**src/rtl/dzcpu_useq_if.sv**
```systemverilog
// Sequencer <-> fetch/LUT/ROM/datapath signal bundle for dzcpu_useq.
// oWdtErr exists only when DZCPU_USEQ_WATCHDOG_EN is defined.
interface dzcpu_useq_if;
  logic       iStall;
  logic [7:0] iMemData;
  logic [7:0] iLutIdx;
  logic [7:0] iCbLutIdx;
  logic [3:0] iUopFlow;
  logic       iFlagZ;
  logic       iIntReq;
  logic       iIme;
  logic [7:0] oLutMop;
  logic [7:0] oUopAddr;
  logic       oExecute;
  logic       oPcInc;
  logic       oFlagsUpdate;
  logic       oIntAck;
  logic [7:0] oOpcode;
  logic       oCbMode;
  logic [2:0] oState;
`ifdef DZCPU_USEQ_WATCHDOG_EN
  logic       oWdtErr;
`endif

  modport master (
    output iStall, iMemData, iLutIdx, iCbLutIdx, iUopFlow, iFlagZ, iIntReq, iIme,
    input  oLutMop, oUopAddr, oExecute, oPcInc, oFlagsUpdate, oIntAck, oOpcode,
           oCbMode, oState
`ifdef DZCPU_USEQ_WATCHDOG_EN
    , input oWdtErr
`endif
  );

  modport slave (
    input  iStall, iMemData, iLutIdx, iCbLutIdx, iUopFlow, iFlagZ, iIntReq, iIme,
    output oLutMop, oUopAddr, oExecute, oPcInc, oFlagsUpdate, oIntAck, oOpcode,
           oCbMode, oState
`ifdef DZCPU_USEQ_WATCHDOG_EN
    , output oWdtErr
`endif
  );
endinterface

```
**src/rtl/dzcpu_useq.sv**
```systemverilog
// dzcpu microcode sequencer: opcode -> LUT -> micro-PC -> ROM stepping to end-of-flow.
// Define DZCPU_USEQ_WATCHDOG_EN to add the per-flow uop watchdog and HALTED state.
module dzcpu_useq #(
  parameter logic [7:0]  INT_FLOW_IDX = 8'd220,
  parameter int unsigned MAX_FLOW_LEN = 32
) (
  input logic          iClock,
  input logic          iReset,
  dzcpu_useq_if.slave  bus
);

  typedef enum logic [2:0] {
    S_FETCH     = 3'd0,
    S_DECODE    = 3'd1,
    S_EXEC      = 3'd2,
    S_CB_DECODE = 3'd3,
    S_INT_ENTRY = 3'd4,
    S_HALTED    = 3'd5
  } state_e;

  state_e     state_q, state_d;
  logic [7:0] upc_q, upc_d;
  logic [7:0] opc_q, opc_d;
  logic       cb_q, cb_d;
  logic       cbpend_q, cbpend_d;

  logic       exec;
  logic       flow_inc, flow_fu, flow_end, flow_jcb;

`ifdef DZCPU_USEQ_WATCHDOG_EN
  logic [5:0] wdt_q, wdt_d;
`else
  localparam int unsigned unused_max_flow_len = MAX_FLOW_LEN;
`endif

  always_comb begin
    exec     = (state_q == S_EXEC) && !bus.iStall;
    flow_inc = 1'b0;
    flow_fu  = 1'b0;
    flow_end = 1'b0;
    flow_jcb = 1'b0;
    case (bus.iUopFlow)
      4'd1: flow_inc = 1'b1;
      4'd2: flow_end = 1'b1;
      4'd3: begin flow_inc = 1'b1; flow_end = 1'b1; end
      4'd4: begin flow_fu  = 1'b1; flow_end = 1'b1; end
      4'd5: begin flow_inc = 1'b1; flow_fu = 1'b1; flow_end = 1'b1; end
      4'd6: begin flow_inc = 1'b1; flow_end = bus.iFlagZ; end
      4'd7: begin flow_inc = 1'b1; flow_end = !bus.iFlagZ; end
      4'd8: begin flow_inc = 1'b1; flow_jcb = 1'b1; end
      4'd9: flow_fu = 1'b1;
      default: ;
    endcase
  end

  always_comb begin
    state_d  = state_q;
    upc_d    = upc_q;
    opc_d    = opc_q;
    cb_d     = cb_q;
    cbpend_d = cbpend_q;
`ifdef DZCPU_USEQ_WATCHDOG_EN
    wdt_d    = wdt_q;
`endif
    if (!bus.iStall) begin
      case (state_q)
        S_FETCH: begin
          state_d  = cbpend_q ? S_CB_DECODE : S_DECODE;
          cbpend_d = 1'b0;
        end
        S_DECODE: begin
          opc_d   = bus.iMemData;
          cb_d    = 1'b0;
          upc_d   = bus.iLutIdx;
          state_d = S_EXEC;
`ifdef DZCPU_USEQ_WATCHDOG_EN
          wdt_d   = '0;
`endif
        end
        S_CB_DECODE: begin
          opc_d   = bus.iMemData;
          cb_d    = 1'b1;
          upc_d   = bus.iCbLutIdx;
          state_d = S_EXEC;
`ifdef DZCPU_USEQ_WATCHDOG_EN
          wdt_d   = '0;
`endif
        end
        S_INT_ENTRY: begin
          upc_d   = INT_FLOW_IDX;
          cb_d    = 1'b0;
          state_d = S_EXEC;
`ifdef DZCPU_USEQ_WATCHDOG_EN
          wdt_d   = '0;
`endif
        end
        S_EXEC: begin
          // jcb is not an end: no interrupt sampling, the CB byte must follow
          if (flow_jcb) begin
            state_d  = S_FETCH;
            cbpend_d = 1'b1;
          end else if (flow_end) begin
            state_d = (bus.iIntReq && bus.iIme) ? S_INT_ENTRY : S_FETCH;
          end else begin
            upc_d = upc_q + 8'd1;
`ifdef DZCPU_USEQ_WATCHDOG_EN
            if ((32'(wdt_q) + 32'd1) >= MAX_FLOW_LEN) state_d = S_HALTED;
`endif
          end
`ifdef DZCPU_USEQ_WATCHDOG_EN
          wdt_d = wdt_q + 6'd1;
`endif
        end
`ifdef DZCPU_USEQ_WATCHDOG_EN
        S_HALTED: ;
`endif
        default: state_d = S_FETCH;
      endcase
    end
  end

  always_ff @(posedge iClock or posedge iReset) begin
    if (iReset) begin
      state_q  <= S_FETCH;
      upc_q    <= '0;
      opc_q    <= '0;
      cb_q     <= 1'b0;
      cbpend_q <= 1'b0;
`ifdef DZCPU_USEQ_WATCHDOG_EN
      wdt_q    <= '0;
`endif
    end else begin
      state_q  <= state_d;
      upc_q    <= upc_d;
      opc_q    <= opc_d;
      cb_q     <= cb_d;
      cbpend_q <= cbpend_d;
`ifdef DZCPU_USEQ_WATCHDOG_EN
      wdt_q    <= wdt_d;
`endif
    end
  end

  assign bus.oLutMop      = bus.iMemData;
  assign bus.oUopAddr     = upc_q;
  assign bus.oExecute     = exec;
  assign bus.oPcInc       = exec && flow_inc;
  assign bus.oFlagsUpdate = exec && flow_fu;
  assign bus.oIntAck      = (state_q == S_INT_ENTRY) && !bus.iStall;
  assign bus.oOpcode      = opc_q;
  assign bus.oCbMode      = cb_q;
  assign bus.oState       = state_q;
`ifdef DZCPU_USEQ_WATCHDOG_EN
  assign bus.oWdtErr      = (state_q == S_HALTED);
`endif

endmodule
```
**src/flat_wrapper.sv**
```systemverilog
// flat-port wrapper written by rule: the top's interface ports become plain ports
module dzcpu_useq_flat 
#(
  parameter logic [7:0]  INT_FLOW_IDX = 8'd220,
  parameter int unsigned MAX_FLOW_LEN = 32
)
  (iClock, iReset, bus_iStall, bus_iMemData, bus_iLutIdx, bus_iCbLutIdx, bus_iUopFlow, bus_iFlagZ, bus_iIntReq, bus_iIme, bus_oLutMop, bus_oUopAddr, bus_oExecute, bus_oPcInc, bus_oFlagsUpdate, bus_oIntAck, bus_oOpcode, bus_oCbMode, bus_oState);
  dzcpu_useq_if bus_i ();
  input logic iClock;
  input logic iReset;
  input wire logic [$bits(bus_i.iStall)-1:0] bus_iStall;
  input wire logic [$bits(bus_i.iMemData)-1:0] bus_iMemData;
  input wire logic [$bits(bus_i.iLutIdx)-1:0] bus_iLutIdx;
  input wire logic [$bits(bus_i.iCbLutIdx)-1:0] bus_iCbLutIdx;
  input wire logic [$bits(bus_i.iUopFlow)-1:0] bus_iUopFlow;
  input wire logic [$bits(bus_i.iFlagZ)-1:0] bus_iFlagZ;
  input wire logic [$bits(bus_i.iIntReq)-1:0] bus_iIntReq;
  input wire logic [$bits(bus_i.iIme)-1:0] bus_iIme;
  output wire logic [$bits(bus_i.oLutMop)-1:0] bus_oLutMop;
  output wire logic [$bits(bus_i.oUopAddr)-1:0] bus_oUopAddr;
  output wire logic [$bits(bus_i.oExecute)-1:0] bus_oExecute;
  output wire logic [$bits(bus_i.oPcInc)-1:0] bus_oPcInc;
  output wire logic [$bits(bus_i.oFlagsUpdate)-1:0] bus_oFlagsUpdate;
  output wire logic [$bits(bus_i.oIntAck)-1:0] bus_oIntAck;
  output wire logic [$bits(bus_i.oOpcode)-1:0] bus_oOpcode;
  output wire logic [$bits(bus_i.oCbMode)-1:0] bus_oCbMode;
  output wire logic [$bits(bus_i.oState)-1:0] bus_oState;
  assign bus_i.iStall = bus_iStall;
  assign bus_i.iMemData = bus_iMemData;
  assign bus_i.iLutIdx = bus_iLutIdx;
  assign bus_i.iCbLutIdx = bus_iCbLutIdx;
  assign bus_i.iUopFlow = bus_iUopFlow;
  assign bus_i.iFlagZ = bus_iFlagZ;
  assign bus_i.iIntReq = bus_iIntReq;
  assign bus_i.iIme = bus_iIme;
  assign bus_oLutMop = bus_i.oLutMop;
  assign bus_oUopAddr = bus_i.oUopAddr;
  assign bus_oExecute = bus_i.oExecute;
  assign bus_oPcInc = bus_i.oPcInc;
  assign bus_oFlagsUpdate = bus_i.oFlagsUpdate;
  assign bus_oIntAck = bus_i.oIntAck;
  assign bus_oOpcode = bus_i.oOpcode;
  assign bus_oCbMode = bus_i.oCbMode;
  assign bus_oState = bus_i.oState;
  dzcpu_useq #(.INT_FLOW_IDX(INT_FLOW_IDX), .MAX_FLOW_LEN(MAX_FLOW_LEN)) u_core (.iClock(iClock), .iReset(iReset), .bus(bus_i));
endmodule
```
**config.mk**
```make
export PLATFORM = sky130hd
export DESIGN_NAME = dzcpu_useq_flat
export DESIGN_NICKNAME = d
export VERILOG_FILES = /design/src/rtl/dzcpu_useq_if.sv /design/src/rtl/dzcpu_useq.sv /design/src/flat_wrapper.sv
export SDC_FILE = /design/constraint.sdc
export NUM_CORES = 1
export LEC_CHECK = 0
export ABC_CLOCK_PERIOD_IN_PS = 2100
export CAP_MARGIN = 0
export CORE_UTILIZATION = 40
export DETAILED_ROUTE_END_ITERATION = 12
export PLACE_DENSITY = 0.87
export SETUP_SLACK_MARGIN = 0.1
export SLEW_MARGIN = 20
export SYNTH_ARGS = -nofsm -noshare
export SYNTH_HDL_FRONTEND = slang
export SYNTH_SLANG_ARGS = --single-unit
```
**constraint.sdc**
```tcl
create_clock -name iClock -period 2.1 [get_ports iClock]
set_clock_uncertainty 0.05 [all_clocks]
set_input_delay 0.315 -clock iClock [delete_from_list [all_inputs] [get_ports iClock]]
set_output_delay 0.315 -clock iClock [all_outputs]
set_load 0.01 [all_outputs]
```
==> results.toml, run 1 <==
[synth]
number_of_unique_standard_cell_types_used_by_synthesis = 44
mappedNetlistNets = 179
yosys.area.top_type_share = 0.389
post_synth_inst_count = 144
netlist_top_cells_area = "dfrtp_1, mux2_1, a21oi_1"
synthTopCellsByCount = "dfrtp_1, a21oi_1, nand2_1"
dominantRegCellSynth = "dfrtp_1"
synth_sequential_area_ratio = 0.389
synth.most_common_cell = "dfrtp_1"
asyncSetResetFlopFracSynth = 1.00
synth-warning-count = 0
synth_edf_count = 0
syn_area_per_cell_um2 = 9.39
mappedNetlistArea_um2 = 1350
synthesis_stage_register_bit_count = 21
synthDominantAreaCellType = "dfrtp_1"

[final_layout]
seqCellArea_um2 = 527
filler_cell_count = 257
layout_cells_sized_above_1 = 0.167
multi_input_area_um2 = 716
stdcell_count = 260
antenna-diode-count = 0
final_net_count = 252
syn_to_final_growth_pct = 56.3

[pwr]
switchingPower_mw = 1.01
power-per-cell-area_nw_per_um2 = 1180
power_internal_mw = 1.49
share_seq_of_total_power = 0.304
power.switching_fraction = 0.403
total_leakage_power_nw = 0.897
pwr-share-clk = 0.081
comb_power_frac = 0.614
ir_worst_vdd_uv = 399

[detailed_routing]
routed_via_density = 5.16
detail_route.first_pass.iterations = 4
detail_route.wirelength_mm = 3.55
antenna_left = 0
post_drt_wl_per_cell_um = 13.7
drc = 0
dr_total_vias = 1342
detail_route.iter0.violations = 73

[die]
design.core.area_um2 = 3130
die_width_um = 60.2
num_rows = 20
floorplan.initialDensity = 0.432
die_outline_area_um2 = 3620
die-height_um = 60.2
number_of_top_level_pins = 66

[sta]
tns_ns = 0
final_min_period_over_clock_period = 0.907
whs_ns = 0.280
slew_viol_final = 0
max_slew_margin = 0.734
layout_min_cycle_time_ns = 1.91
max_clock_freq_mhz = 525
setup-violations-final = 0
hold_viol = 0
rsz0062_at_grt = "false"
slew_at_the_pin_with_the_worst_max_slew_slack_ns = 0.397

[setup_path]
path_class = "reg -> out"
critical_path.cell_chain = "buf_4, clkdlybuf4s50_1"
critPathArrivalTime_ns = 1.54
setup.worst_path.start_class = "flip-flop"
crit_path_end_kind = "primary output"
critPathSlowestCell = "clkdlybuf4s50_1"
worst_path_largest_cell_delay_ns = 0.56
crit_fanout = 9
timing.critical_path.required_ns = 1.74
critical-path-top-delay-family = "buffers and inverters"
worst-path-buf-inv = 2

[global_routing]
gr_usage_total = 0.217
grt.overflow.total = 0
first_global_vias = 1297
antenna_found_initial = 0
grt_start_max_net_pins = 22
grt_first_pass_wirelength_mm = 5.84

[clock_tree]
worst_skew_pair.late_latency_ns = 0.32
cts.sink_count = 21
clock-root-buffer = "clkbuf_4"
cts_tree = "done"
clkTransAtPathRegs_ns = 0.13
cts-buffers-inserted = 3
hold_buffers = 0
clock_tree.htree_level_count = 1
cts_buffer_depth = 2

[placed_design]
port_buffers = 65
placed_cells = 253
final_wtd_congestion = 0.860
dp.final_hpwl_mm = 2.71

[run_status]
status = "complete, no violations"

[worst_hold_path]
holdCritPathClass = "in -> async"

[flow_run]
max_cap_viol_count = 0
==> layout make-up <==
type,instances,share of cell area
well taps,44,0.0260
clock buffers,3,0.0107
clock inverters,1,0.00237
inverters,4,0.00828
repair buffers,83,0.365
multi-input cells,104,0.338
flip-flops and latches,21,0.249
==> registers in the layout (all words and copies together), names as in the netlist <==
register and count:
u_core.bus.oUopAddr 8, u_core.bus.oCbMode 1, u_core.cbpend_q 1, u_core.bus.oState 3, u_core.bus.oOpcode 8
==> what timing repair did <==
item / in CTS / in global routing
gates resized for setup: 13 / 2
endpoints found under the setup margin: 5 / 1
pin swaps: 1 / 0
setup buffers: 3 / 0
==> placed cells by master, fill, tap and decap left out, types with 2 or more instances in the layout <==
cell	instances
mux2_1	10
dlygate4sd2_1	7
o21ai_0	2
dfrtp_1	20
xnor2_1	3
a31oi_1	2
clkdlybuf4s50_1	57
nand2_1	14
a21oi_1	14
a221oi_1	2
buf_4	18
nand3_1	6
clkbuf_4	3
o22ai_1	5
inv_1	3
and3_1	2
nand2b_1	2
nor2_1	12
==> kinds of logic (layout without fill, tap and decap cells) <==
logic type / Yosys count / count (layout) / synth area share
compound gates: 39 / 39 / 0.195
xor+xnor: 4 / 4 / 0.0259
fa+ha+maj: 1 / 1 / 0.00925
buf+inv: 19 / 91 / 0.0971
flops: 21 / 21 / 0.389
mux: 11 / 11 / 0.0907
simple gates: 49 / 49 / 0.193
==> power by group through the flow <==
| stage | combinational (mW) | sequential [mW] | clock [mW] |
|---|---|---|---|
| 3_5_place_dp | 1.50 | 0.775 | 0 |
| 3_3_place_gp | 1.47 | 0.768 | 0 |
| 4_1_cts | 1.54 | 0.761 | 0.214 |
| 5_1_grt | 1.69 | 0.793 | 0.226 |
| 2_1_floorplan | 0.764 | 0.844 | 0 |
| 6_report | 1.54 | 0.763 | 0.203 |
==> routing by layer <==
layer | global-route usage | up-vias | part of all wire
li1 | - | 661 | -
met1 | 0.256 | 623 | 0.41
met2 | 0.388 | 52 | 0.51
met3 | 0.0390 | 6 | 0.064
met4 | 0.0764 | 0 | 0.014
met5 | 0 | - | 0
==> worst paths after layout <==
path / start / cells past startpoint / end / slack [ns]
worst max-delay path: u_core.bus.oState[0] / 2 / bus_oState[0] / 0.19
worst min register to register: u_core.bus.oOpcode[2] / 1 / u_core.bus.oOpcode[2] / 0.45
min in group iClock: u_core.bus.oOpcode[2] / 1 / u_core.bus.oOpcode[2] / 0.45
worst max register to register: u_core.bus.oState[2] / 6 / u_core.bus.oUopAddr[7] / 0.27
max in group asynchronous: iReset / 3 / u_core.bus.oState[0] / 1.49
worst min-delay path: iReset / 3 / u_core.bus.oUopAddr[1] / 0.28
==> tightest hold or removal path: cells and delay by family <==
family                 cells  cell delay (ns)
buffers and inverters      3             0.74
==> per-stage QoR <==
step / setup slack (ns) / cell area (µm²) / total power, mW / util
floorplan: 0.404 / 1350 / 1.61 / -
global placement: -0.0452 / 2060 / 2.24 / 0.658
detailed placement: -0.149 / 2060 / 2.27 / 0.658
CTS: 0.0592 / 2120 / 2.52 / 0.677
global route: 0.122 / 2110 / 2.71 / 0.676
finish: 0.195 / 2110 / 2.50 / 0.676
(Power assumes the default switching activity.)
==> run 2: changes to the inputs <==
--- a/config.mk
+++ b/config.mk
@@ -11,7 +11,6 @@
 export DETAILED_ROUTE_END_ITERATION = 12
 export PLACE_DENSITY = 0.87
 export SETUP_SLACK_MARGIN = 0.1
-export SLEW_MARGIN = 20
 export SYNTH_ARGS = -nofsm -noshare
 export SYNTH_HDL_FRONTEND = slang
 export SYNTH_SLANG_ARGS = --single-unit
==> results of run 2 <==
The final DEF is identical to that of run 1; final timing and power are the same.
==> run 3: changes to the inputs <==
--- a/config.mk
+++ b/config.mk
@@ -5,7 +5,6 @@
 export SDC_FILE = /design/constraint.sdc
 export NUM_CORES = 1
 export LEC_CHECK = 0
-export ABC_CLOCK_PERIOD_IN_PS = 2100
 export CAP_MARGIN = 0
 export CORE_UTILIZATION = 40
 export DETAILED_ROUTE_END_ITERATION = 12
==> results of run 3 <==
The final DEF is identical to that of run 1; final timing and power are the same.
